--- config.mk ---
export PLATFORM = sky130hd
export DESIGN_NAME = uart_tx_arbiter_flat
export DESIGN_NICKNAME = d
export VERILOG_FILES = /design/src/rtl/uart_tx_arbiter_if.sv /design/src/rtl/uart_tx_arbiter.sv /design/src/flat_wrapper.sv
export SDC_FILE = /design/constraint.sdc
export NUM_CORES = 1
export LEC_CHECK = 0
export CAP_MARGIN = 5
export CORE_ASPECT_RATIO = 1.25
export CORE_MARGIN = 2
export CORE_UTILIZATION = 45
export DETAILED_ROUTE_END_ITERATION = 12
export PLACE_DENSITY = 0.74
export SLEW_MARGIN = 20
export SYNTH_ARGS = -nofsm -noshare
export SYNTH_HDL_FRONTEND = slang
export SYNTH_SLANG_ARGS = --single-unit
--- constraint.sdc ---
create_clock -name clk -period 3.16 [get_ports clk]
set_input_delay 0.948 -clock clk [delete_from_list [all_inputs] [get_ports clk]]
set_output_delay 0.948 -clock clk [all_outputs]
set_load 0.02 [all_outputs]
--- src/rtl/uart_tx_arbiter_if.sv ---
// Bundle between message sources, the packet arbiter and the uart_tx byte interface.
// master = sources plus the UART side; slave = the arbiter itself.
interface uart_tx_arbiter_if #(
    parameter int NUM_REQ = 4
);
    logic [8*NUM_REQ-1:0] req_data;
    logic [NUM_REQ-1:0]   req_valid;
    logic [NUM_REQ-1:0]   req_last;
    logic [NUM_REQ-1:0]   req_ready;
    logic [NUM_REQ-1:0]   grant;
    logic [7:0]           tx_data;
    logic                 tx_start;
    logic                 tx_busy;
    logic                 timeout_pulse;

    modport master (
        output req_data, req_valid, req_last, tx_busy,
        input  req_ready, grant, tx_data, tx_start, timeout_pulse
    );

    modport slave (
        input  req_data, req_valid, req_last, tx_busy,
        output req_ready, grant, tx_data, tx_start, timeout_pulse
    );
endinterface

--- src/rtl/uart_tx_arbiter.sv ---
// Packet-level round-robin arbiter sharing one uart_tx among NUM_REQ byte sources.
// A grant covers a whole packet; a watchdog reclaims the UART from a stalled owner.
module uart_tx_arbiter #(
    parameter int NUM_REQ        = 4,
    parameter int TIMEOUT_CYCLES = 2_500_000
) (
    input  logic            clk,
    input  logic            rst,
    uart_tx_arbiter_if.slave bus
);
    localparam int IDX_W = (NUM_REQ > 1) ? $clog2(NUM_REQ) : 1;
    localparam int WD_W  = (TIMEOUT_CYCLES > 2) ? $clog2(TIMEOUT_CYCLES) : 1;
    localparam logic [WD_W-1:0] WD_LIMIT = WD_W'(TIMEOUT_CYCLES - 1);

    typedef enum logic [1:0] {ST_ARB, ST_LOAD, ST_WAIT_BUSY, ST_WAIT_DONE} state_t;

    state_t             state_q, state_d;
    logic [NUM_REQ-1:0] grant_q, grant_d;
    logic [IDX_W-1:0]   owner_q, owner_d;
    logic [IDX_W-1:0]   rr_ptr_q, rr_ptr_d;
    logic [7:0]         tx_data_q, tx_data_d;
    logic               tx_start_q, tx_start_d;
    logic               timeout_q, timeout_d;
    logic               last_q, last_d;
    logic               fb_q, fb_d;
    logic [WD_W-1:0]    wd_q, wd_d;

    logic               arb_hit;
    logic [IDX_W-1:0]   arb_idx;
    logic [IDX_W-1:0]   cand;
    logic               own_valid;
    logic               own_last;
    logic [7:0]         own_byte;
    logic [WD_W-1:0]    wd_inc;

    function automatic logic [IDX_W-1:0] wrap_inc(input logic [IDX_W-1:0] v);
        return (int'(v) == NUM_REQ - 1) ? '0 : v + 1'b1;
    endfunction

    // First valid requester at or after rr_ptr, searching upward with wrap-around.
    always_comb begin
        arb_hit = 1'b0;
        arb_idx = '0;
        cand    = rr_ptr_q;
        for (int k = 0; k < NUM_REQ; k++) begin
            if (!arb_hit && bus.req_valid[cand]) begin
                arb_hit = 1'b1;
                arb_idx = cand;
            end
            cand = wrap_inc(cand);
        end
    end

    assign own_valid = bus.req_valid[owner_q];
    assign own_last  = bus.req_last[owner_q];
    assign own_byte  = bus.req_data[8*int'(owner_q) +: 8];
    assign wd_inc    = wd_q + 1'b1;

    always_comb begin
        state_d    = state_q;
        grant_d    = grant_q;
        owner_d    = owner_q;
        rr_ptr_d   = rr_ptr_q;
        tx_data_d  = tx_data_q;
        tx_start_d = 1'b0;
        timeout_d  = 1'b0;
        last_d     = last_q;
        fb_d       = fb_q;
        wd_d       = wd_q;
        case (state_q)
            ST_ARB: begin
                wd_d    = '0;
                grant_d = '0;
                if (arb_hit) begin
                    grant_d = {{(NUM_REQ-1){1'b0}}, 1'b1} << arb_idx;
                    owner_d = arb_idx;
                    state_d = ST_LOAD;
                end
            end
            ST_LOAD: begin
                // Acceptance wins over a watchdog expiry in the same cycle.
                if (own_valid) begin
                    tx_data_d  = own_byte;
                    tx_start_d = 1'b1;
                    last_d     = own_last;
                    wd_d       = '0;
                    fb_d       = 1'b0;
                    state_d    = ST_WAIT_BUSY;
                end else if (wd_inc == WD_LIMIT) begin
                    timeout_d = 1'b1;
                    grant_d   = '0;
                    rr_ptr_d  = wrap_inc(owner_q);
                    wd_d      = '0;
                    state_d   = ST_ARB;
                end else begin
                    wd_d = wd_inc;
                end
            end
            ST_WAIT_BUSY: begin
                // Second cycle here moves on even without a busy edge.
                if (bus.tx_busy || fb_q) begin
                    state_d = ST_WAIT_DONE;
                end else begin
                    fb_d = 1'b1;
                end
            end
            ST_WAIT_DONE: begin
                if (!bus.tx_busy) begin
                    if (last_q) begin
                        rr_ptr_d = wrap_inc(owner_q);
                        grant_d  = '0;
                        state_d  = ST_ARB;
                    end else begin
                        state_d = ST_LOAD;
                    end
                end
            end
            default: state_d = ST_ARB;
        endcase
    end

    always_ff @(posedge clk) begin
        if (rst) begin
            state_q    <= ST_ARB;
            grant_q    <= '0;
            owner_q    <= '0;
            rr_ptr_q   <= '0;
            tx_data_q  <= '0;
            tx_start_q <= 1'b0;
            timeout_q  <= 1'b0;
            last_q     <= 1'b0;
            fb_q       <= 1'b0;
            wd_q       <= '0;
        end else begin
            state_q    <= state_d;
            grant_q    <= grant_d;
            owner_q    <= owner_d;
            rr_ptr_q   <= rr_ptr_d;
            tx_data_q  <= tx_data_d;
            tx_start_q <= tx_start_d;
            timeout_q  <= timeout_d;
            last_q     <= last_d;
            fb_q       <= fb_d;
            wd_q       <= wd_d;
        end
    end

    assign bus.req_ready     = (state_q == ST_LOAD && own_valid) ? grant_q : '0;
    assign bus.grant         = grant_q;
    assign bus.tx_data       = tx_data_q;
    assign bus.tx_start      = tx_start_q;
    assign bus.timeout_pulse = timeout_q;
endmodule

--- src/flat_wrapper.sv ---
// flat-port wrapper written by rule: the top's interface ports become plain ports
module uart_tx_arbiter_flat 
#(
    parameter int NUM_REQ        = 4,
    parameter int TIMEOUT_CYCLES = 2_500_000
)
  (clk, rst, bus_req_data, bus_req_valid, bus_req_last, bus_tx_busy, bus_req_ready, bus_grant, bus_tx_data, bus_tx_start, bus_timeout_pulse);
  uart_tx_arbiter_if #(.NUM_REQ(NUM_REQ)) bus_i ();
  input  logic clk;
  input  logic rst;
  input wire logic [$bits(bus_i.req_data)-1:0] bus_req_data;
  input wire logic [$bits(bus_i.req_valid)-1:0] bus_req_valid;
  input wire logic [$bits(bus_i.req_last)-1:0] bus_req_last;
  input wire logic [$bits(bus_i.tx_busy)-1:0] bus_tx_busy;
  output wire logic [$bits(bus_i.req_ready)-1:0] bus_req_ready;
  output wire logic [$bits(bus_i.grant)-1:0] bus_grant;
  output wire logic [$bits(bus_i.tx_data)-1:0] bus_tx_data;
  output wire logic [$bits(bus_i.tx_start)-1:0] bus_tx_start;
  output wire logic [$bits(bus_i.timeout_pulse)-1:0] bus_timeout_pulse;
  assign bus_i.req_data = bus_req_data;
  assign bus_i.req_valid = bus_req_valid;
  assign bus_i.req_last = bus_req_last;
  assign bus_i.tx_busy = bus_tx_busy;
  assign bus_req_ready = bus_i.req_ready;
  assign bus_grant = bus_i.grant;
  assign bus_tx_data = bus_i.tx_data;
  assign bus_tx_start = bus_i.tx_start;
  assign bus_timeout_pulse = bus_i.timeout_pulse;
  uart_tx_arbiter #(.NUM_REQ(NUM_REQ), .TIMEOUT_CYCLES(TIMEOUT_CYCLES)) u_core (.clk(clk), .rst(rst), .bus(bus_i));
endmodule
# Word level (Yosys, flattened, before mapping)
# Cells that the tools add are included.
[word_totals]
register_bits = 44
output_inout_bits = 18
elab_cells = 112
[op_classes]
n_addsub = 5
n_lt_le_gt_ge = 5
eq_ne = 17
n_shift = 2
mux = 51
n_bitwise = 1
reduce_logical = 21
[op_table]
columns = ["op", "count"]
rows = [
  ["$mux W22", 2],
  ["$pmux W22 S2", 1],
  ["$mux W2", 17],
  ["$shiftx A32 B6 Y8", 1],
  ["$mux W4", 6],
  ["$add A22 B1 Y22 const B", 1],
  ["$eq A22 B22 Y1 const B", 1],
  ["$lt A2 B3 Y1 const B", 5],
  ["$mux W1", 15],
  ["$bmux W1 S2", 6],
  ["$pmux W4 S3", 1],
  ["$eq A2 B1 Y1 const B", 5],
  ["$ne A2 B1 Y1 const B", 5],
  ["$reduce_and A5 Y1", 2],
  ["$add A2 B1 Y2 const B", 4],
  ["$pmux W2 S4", 1],
  ["$ne A2 B2 Y1 const B", 3],
  ["$reduce_bool A2 Y1", 3],
  ["$eq A2 B2 Y1 const B", 2],
  ["$logic_and A1 B1 Y1", 4],
  ["$pmux W2 S2", 1],
  ["$reduce_and A2 Y1", 2],
  ["$reduce_and A4 Y1", 1],
  ["$shl A1 B2 Y4 const A", 1],
  ["other kinds (10)", 12],
]

# Logic depth before layout (Yosys ltp)
# Gate-level depths: netlist of the first run.
[depth]
depth_word = 15
depth_mapped = 11

# Worst setup path before layout of the first run
# No wires, ideal clock.
[synth_timing]
path_type = "input to register"
from = "input bus_req_valid[3]"
to = "register with a tool-made name"
arrival_ns = 2.918
required_time_ns = 3.037
setup_slack_ns = 0.119
path_stages = 8
n_path_buf = 2
path_cell_list = "clkbuf_1 > mux4_2 > or2_2 > or3_1 > clkbuf_1 > o21ai_1 > nor3_2 > mux2_1"
[synth_rtl]
columns = ["item", "line_no", "source"]
rows = [
  ["start, declared", "flat_wrapper.sv:12", "input wire logic [$bits(bus_i.req_valid)-1:0] bus_req_valid;"],
]

# Final worst setup path of the first run
[layout_timing]
from = "input bus_req_valid[3]"
to = "output bus_req_ready[2]"
[layout_via]
elab_chain_cells = 4
[layout_lines]
columns = ["item", "line_no", "source"]
rows = [
  ["$bmux W1 S2", "uart_tx_arbiter.sv:54", "assign own_valid = bus.req_valid[owner_q];"],
  ["$mux W1 (not written as such)", "uart_tx_arbiter.sv:54", ""],
  ["$logic_and A1 B1 Y1", "uart_tx_arbiter.sv:148", "assign bus.req_ready = (state_q == ST_LOAD && own_valid) ? grant_q : '0;"],
  ["$mux W4", "uart_tx_arbiter.sv:148", ""],
  ["end, declared", "flat_wrapper.sv:15", "output wire logic [$bits(bus_i.req_ready)-1:0] bus_req_ready;"],
]
# No other way between the ends. The select of a mux whose other input is x is not followed.

==> key figures, run 1 <==
Status
  • Run status: complete, no violations

Clocking
  • Total CTS buffers: 5
  • CTS Sinks: between 40 and 50
  • Clk slew on worst S/H paths: roughly 80 ps
  • H-Tree Depth: 2
  • CTS Root Buffer Type: clkbuf_8
  • Clk Latency, worst-skew pair: about 300 ps
  • Max clock buf depth: 2
  • CTS tree: done

Synth
  • Mapped Nets: 428
  • Syn Area/Cell: between 8 and 9 µm²
  • Flops & latches, synth: 44
  • Post-Syn Instances: between 300 and 400
  • Synth area leaders: dfxtp_1 28%, mux4_2 8.6%, a21oi_1 5.2%
  • Async set-or-reset flop fraction in the synthesized netlist: 0%
  • Register area share after synthesis: 27.98%
  • Cell area after synthesis: ~3100 µm²
  • Synth cell count leaders: 44 x dfxtp_1, 44 x nand2_1, 33 x a21oi_1, 23 x nand3_1, 21 x nor2_1
  • Post-synth top flop: dfxtp_1
  • Synth top area share: 27.98%
  • YS warnings: 0
  • Yosys top cell by area: dfxtp_1
  • Post-synth cell types: 63
  • Post-synth EDFFs: 0

Timing
  • Final period util: between 90% and 100%
  • Max-slew violations: 0
  • Crit path time final: 3038 ps
  • Worst-Margin Slew: 507.7 ps
  • RSZ-0062 raised after global routing: no
  • Relative slew margins: 66.05%
  • Fin Hold WS: 456.2 ps
  • Hold Violations, Final: 0
  • Setup Viol. Count Final: 0
  • Final worst slack: 122.3 ps
  • Setup Skew: ~9.2 ps
  • Setup TNS: 0 ps
  • FMAX: 329.2 MHz

Min path
  • Hold depth: 2
  • Hold Path Class: register to register
  • Min-Delay Startpoint: u_core.bus.tx_data[3]$_SDFFE_PP0P_
  • Hold Path Sink: u_core.bus.tx_data[3]$_SDFFE_PP0P_

Setup path
  • Critical Path Slowest Stage Cell: mux4_2
  • Peak fanout along the critical path: 6
  • Worst EP required: between 2000 and 2500 ps
  • Reg2reg setup slack: ~330 ps
  • Setup crit start kind: primary input
  • CP peak stage delay: about 540 ps
  • Crit Path Class: primary input to output pin
  • CP endpoint kind: output pin
  • Critical-path cell list: dlygate4sd2_1 > mux4_2 > and3_4 > buf_4
  • RR Startpoint: u_core.wd_q[0]$_SDFFE_PP0P_
  • Worst Reg-to-Reg Cells: 10
  • Arr. time, crit path: roughly 2100 ps

Routing
  • Vias: 3,005
  • Iteration-0 DRC Markers: 99
  • Drt drc: 0
  • Vias per std cell: 5.606
  • TritonRoute pass-1 iters: 4
  • Detailed Route WL: roughly 7500 µm
  • DRT antenna net count: 0
  • Routed len/inst: 14.05 µm

Finish
  • Post-layout util: between 50 and 60%
  • Nets@finish: between 400 and 500
  • Layout cells sized above 1: 17.04%
  • P&R area growth vs syn: 30.01%
  • N_diodes: 0

GRT
  • Initial antenna violation count: 0
  • Largest net degree at the start of global routing: 28
  • First-pass GRT wire length: roughly 13,000 µm
  • Vias in the first global route: roughly 2,900
  • GRT Total Usage: 20.16%
  • Congestion Overflow GR: 0

Floorplan
  • DIE WIDTH: 78.81 µm
  • Initial Util: between 40% and 50%
  • Row Count: 34
  • Die span in y: about 100 µm
  • Die Area: a little under 8000 µm²
  • Core box area: 6849 µm²
  • Io pins: 61

Power
  • Leakage dissipation: 0.001508 µW
  • Worst vdd ir: 0.3632 mV
  • PwrDens: 637.4 nW/µm²

Job
  • Max Cap Viol: 0

Place
  • RD Place Congestion: 0.8595
  • Place WS: -423.1 ps
  • PortBufs: 60
  • Dpl hpwl: 5927 µm
## how the worst max path moves through the flow
stage | slack [ps] | end | startpoint
after global routing | 90 | bus_req_ready[2] | bus_req_valid[3]
after global placement | -410 | bus_req_ready[1] | bus_req_valid[3]
after detailed placement | -420 | bus_req_ready[0] | bus_req_valid[3]
after CTS | 3 | bus_req_ready[0] | bus_req_valid[1]
after floorplan | 120 | register | bus_req_valid[3]
final | 120 | bus_req_ready[2] | bus_req_valid[3]
## layout by cell type (no fill, tap or decap), types with 4 or more instances in the layout
cell type,count
and2_1,5
nor2_1,21
mux4_2,12
nand3_1,23
or3_1,6
clkdlybuf4s50_1,52
xnor2_1,5
nand4_1,7
o21ai_0,20
clkbuf_8,5
and3_1,11
buf_4,32
dfxtp_1,44
inv_1,18
mux2i_1,12
nor3_1,7
nand2_1,44
and3_4,4
ha_1,10
a21oi_1,33
## critical path: cells and delay by family
| kind | cells | cell delay (ps) |
|---|---|---|
| buffers and inverters | 2 | 390 |
| muxes | 1 | 540 |
| and+or+nand+nor | 1 | 210 |
## what timing repair did
action	4_1_cts	5_1_grt
hold buffers	0	0
setup endpoints to repair	4	5
resized for setup	20	7
cloned	0	0
setup buffers	0	1
hold endpoints to repair	0	0
pin swaps	4	1
## report_power, final
part | internal (µW) | leakage, µW | switching [µW]
Clock | 311 | 0.0000642 | 192
Sequential | 645 | 0.000357 | 74.2
Combinational | 698 | 0.00109 | 689
Total | 1650 | 0.00151 | 955
## sequential cells by signal (all words and copies together) (netlist names), named ones only
| name | cells |
|---|---|
| u_core.bus.tx_start | 1 |
| u_core.bus.tx_data | 8 |
| u_core.last_q | 1 |
| u_core.bus.grant | 4 |
| u_core.bus.timeout_pulse | 1 |
| u_core.state_q | 1 |
| u_core.rr_ptr_q | 2 |
| u_core.fb_q | 1 |
| u_core.wd_q | 22 |
| u_core.owner_q | 2 |
## final cells by class
| cell class | instances | area [µm²] |
|---|---|---|
| timing repair buffer | 90 | 828.3 |
| tap | 90 | 112.6 |
| clock buffer | 5 | 68.82 |
| sequential | 44 | 880.8 |
| multi-input combinational | 287 | 2074 |
| inverter | 18 | 67.56 |
| fill | 600 | 2756 |
| clock inverter | 2 | 60.06 |
## stage by stage
stage	total power, µW	cell area, µm²	instances
global route	2798	4093	536
global placement	2082	3946	528
floorplan	1630	3148	375
detailed placement	2101	3946	528
finish	2609	4093	536
CTS	2613	4058	535
## kinds of logic (layout without fill, tap and decap cells)
family,after synthesis,in the layout,share of synthesized area [%]
compound gates,85,85,17.77
buf+inv,44,115,6.756
simple gates,159,159,28.46
mux,26,26,13.12
flops,44,44,27.98
xor+xnor,7,7,1.948
fa+ha+maj,10,10,3.975
## layer usage
layer	vias up	wire (µm)	track usage, %
li1	1501	-	-
met1	1406	2971	22.31
met3	14	441	5.483
met4	0	176	8.621
met5	-	0	0
met2	84	3939	35.70
(Power assumes the default switching activity.)
==> inputs of run 2 (changes only) <==
--- a/config.mk
+++ b/config.mk
@@ -8,9 +8,9 @@
 export CAP_MARGIN = 5
 export CORE_ASPECT_RATIO = 1.25
 export CORE_MARGIN = 2
-export CORE_UTILIZATION = 45
+export CORE_UTILIZATION = 57
 export DETAILED_ROUTE_END_ITERATION = 12
-export PLACE_DENSITY = 0.74
+export PLACE_DENSITY = 0.87
 export SLEW_MARGIN = 20
 export SYNTH_ARGS = -nofsm -noshare
 export SYNTH_HDL_FRONTEND = slang
==> constraint.sdc (replaced) <==
create_clock -name clk -period 3.5 [get_ports clk]
set_input_delay 1.05 -clock clk [delete_from_list [all_inputs] [get_ports clk]]
set_output_delay 1.05 -clock clk [all_outputs]
set_load 0.02 [all_outputs]
==> key figures, run 2 (synthesized netlist as in run 1, its figures left out) <==
Status
  • Run status: complete, no violations

Finish
  • Most common cell after layout, fill and taps aside: clkdlybuf4s50_1
  • Post-layout util: 73.26%
  • N_diodes: 0
  • Fin cells: between 400 and 500
  • Most flops, register: u_core.wd_q
  • Fillers: 385
  • Nets@finish: 487
  • Largest register FFs: 22
  • Sequential Area: 880.8 µm²
  • Most frequent cells in the layout: 56 x clkdlybuf4s50_1, 44 x nand2_1, 44 x dfxtp_1
  • P&R area growth vs syn: 24.92%
  • Post-route design area: 3933 µm²
  • Layout cells sized above 1: 14.02%
  • Area of the multi-input gates: 2054 µm²

Min path
  • Hold Path Class: register to register
  • Hold Path Sink: u_core.last_q$_SDFFE_PP0P_
  • Hold depth: 2
  • Min-Delay Startpoint: u_core.last_q$_SDFFE_PP0P_

Routing
  • Vias per std cell: 6.112
  • Routed len/inst: 15.53 µm
  • Detailed Route WL: 7751 µm
  • Iteration-0 DRC Markers: ~170
  • TritonRoute pass-1 iters: 5
  • Drt drc: 0
  • Vias: ~3,100
  • DRT antenna net count: 0

Place
  • Place WS: -312.3 ps
  • Dpl hpwl: between 5000 and 6000 µm
  • Placed cell count: 491
  • Placed inst area: 3831 µm²
  • RD Place Congestion: 0.8646
  • PortBufs: 60

Timing
  • Hold Violations, Final: 0
  • Relative slew margins: 61.15%
  • FMAX: 292.0 MHz
  • Crit path time final: around 3400 ps
  • Worst-Margin Slew: 579.6 ps
  • Max-slew violations: 0
  • Final period util: 97.83%
  • Final worst slack: 75.89 ps
  • RSZ-0062 raised after global routing: no
  • Setup Skew: between 5 and 6 ps
  • Setup Viol. Count Final: 0

GRT
  • GRT Total Usage: 25.82%
  • Vias in the first global route: 2,931
  • Largest net degree at the start of global routing: 29
  • Initial antenna violation count: 0
  • First-pass GRT wire length: around 13,000 µm
  • Congestion Overflow GR: 0

Setup path
  • CP peak stage delay: roughly 540 ps
  • Critical Path Slowest Stage Cell: mux4_2
  • CP top delay family: buffers and inverters
  • RR Startpoint: u_core.wd_q[0]$_SDFFE_PP0P_
  • Arr. time, crit path: 2370 ps
  • Critical path depth in cells: 4
  • Buf+Inv Stages, Crit Path: 2
  • Peak fanout along the critical path: 5
  • Reg2reg setup slack: 420 ps
  • CP endpoint kind: output pin
  • Crit path launch: bus_req_valid[2]
  • Crit Path Class: primary input to output pin
  • Worst Reg-to-Reg Cells: 10
  • Worst EP required: 2450 ps
  • Setup crit start kind: primary input
  • Critical-path cell list: clkdlybuf4s50_1 > mux4_2 > and3_1 > buf_2

Floorplan
  • Row Count: 30
  • Die Area: 6137 µm²
  • Core box area: roughly 5400 µm²
  • DIE WIDTH: around 70 µm
  • Io pins: 61
  • Die span in y: slightly below 90 µm
  • Initial Util: 58.65%

Power
  • Leakage dissipation: 0.001434 µW
  • Seq pwr share: 29.1%
  • Int Pwr: ~1400 µW
  • Switching pwr: a little under 900 µW
  • Worst vdd ir: 0.4721 mV
  • Logic gate share of total power: 52.3%
  • Clock Power Share: 18.6%
  • PwrDens: approximately 570 nW/µm²
  • Sw Ratio: between 30% and 40%

Clocking
  • CTS tree: done
  • H-Tree Depth: 2
  • Total CTS buffers: 5
  • CTS Root Buffer Type: clkbuf_8
  • Clk slew on worst S/H paths: 80 ps
  • Max clock buf depth: 2
  • CTS Sinks: 44
  • Clk Latency, worst-skew pair: 310 ps

Job
  • Max Cap Viol: 0
==> run 2: worst max path at each step <==
stage | to | slack, ps
CTS | bus_req_ready[3] | 70
finish | bus_req_ready[3] | 80
floorplan | register | 360
global placement | bus_req_ready[0] | -270
detailed placement | bus_req_ready[3] | -310
global route | bus_req_ready[3] | 20
==> run 2: area by class of cell <==
cell class	count	area share, %
clock buffers	6	2.100
inverters	18	1.718
multi-input cells	287	52.24
repair buffers	78	18.52
flip-flops and latches	44	22.40
well taps	64	2.036
clock inverters	2	0.9863
==> run 2: power groups by stage <==
stage | sequential [µW] | clock (µW) | combinational [µW]
6_report | 657 | 420 | 1180
5_1_grt | 669 | 441 | 1280
4_1_cts | 656 | 421 | 1180
3_5_place_dp | 666 | 0 | 1170
3_3_place_gp | 664 | 0 | 1140
2_1_floorplan | 698 | 0 | 773
==> run 2: through the flow <==
step	TNS (ps)	hold slack (ps)	power (µW)
after floorplan	0	436.3	1472
after global placement	-1083	440.5	1800
after detailed placement	-1328	454.0	1840
after CTS	0	465.4	2255
after global routing	0	485.3	2392
final	0	466.8	2255
==> run 2: what timing repair did <==
| item | in CTS | in global routing |
|---|---|---|
| buffers inserted | 0 | 0 |
| gates resized for setup | 16 | 0 |
| hold buffers | 0 | 0 |
| endpoints found under the setup margin | 4 | 0 |
==> run 2: worst reg2reg max path: cells and delay by family, from the launching register on <==
family / cells / cell delay (ps)
adders and majority gates: 1 / 260
AOI/OAI and AO/OA: 2 / 280
DFF: 1 / 480
muxes: 1 / 360
buffers and inverters: 1 / 150
and+or+nand+nor: 4 / 1160
xor gates and xnor gates: 1 / 290
==> run 2: per-layer routing <==
| metal | routed length [µm] | track usage, % | vias to the layer above |
|---|---|---|---|
| met5 | 0 | 0 | - |
| met4 | 191 | 9.091 | 0 |
| met3 | 429 | 6.019 | 25 |
| met2 | 4071 | 49.31 | 111 |
| met1 | 3059 | 27.49 | 1435 |
| li1 | - | - | 1479 |
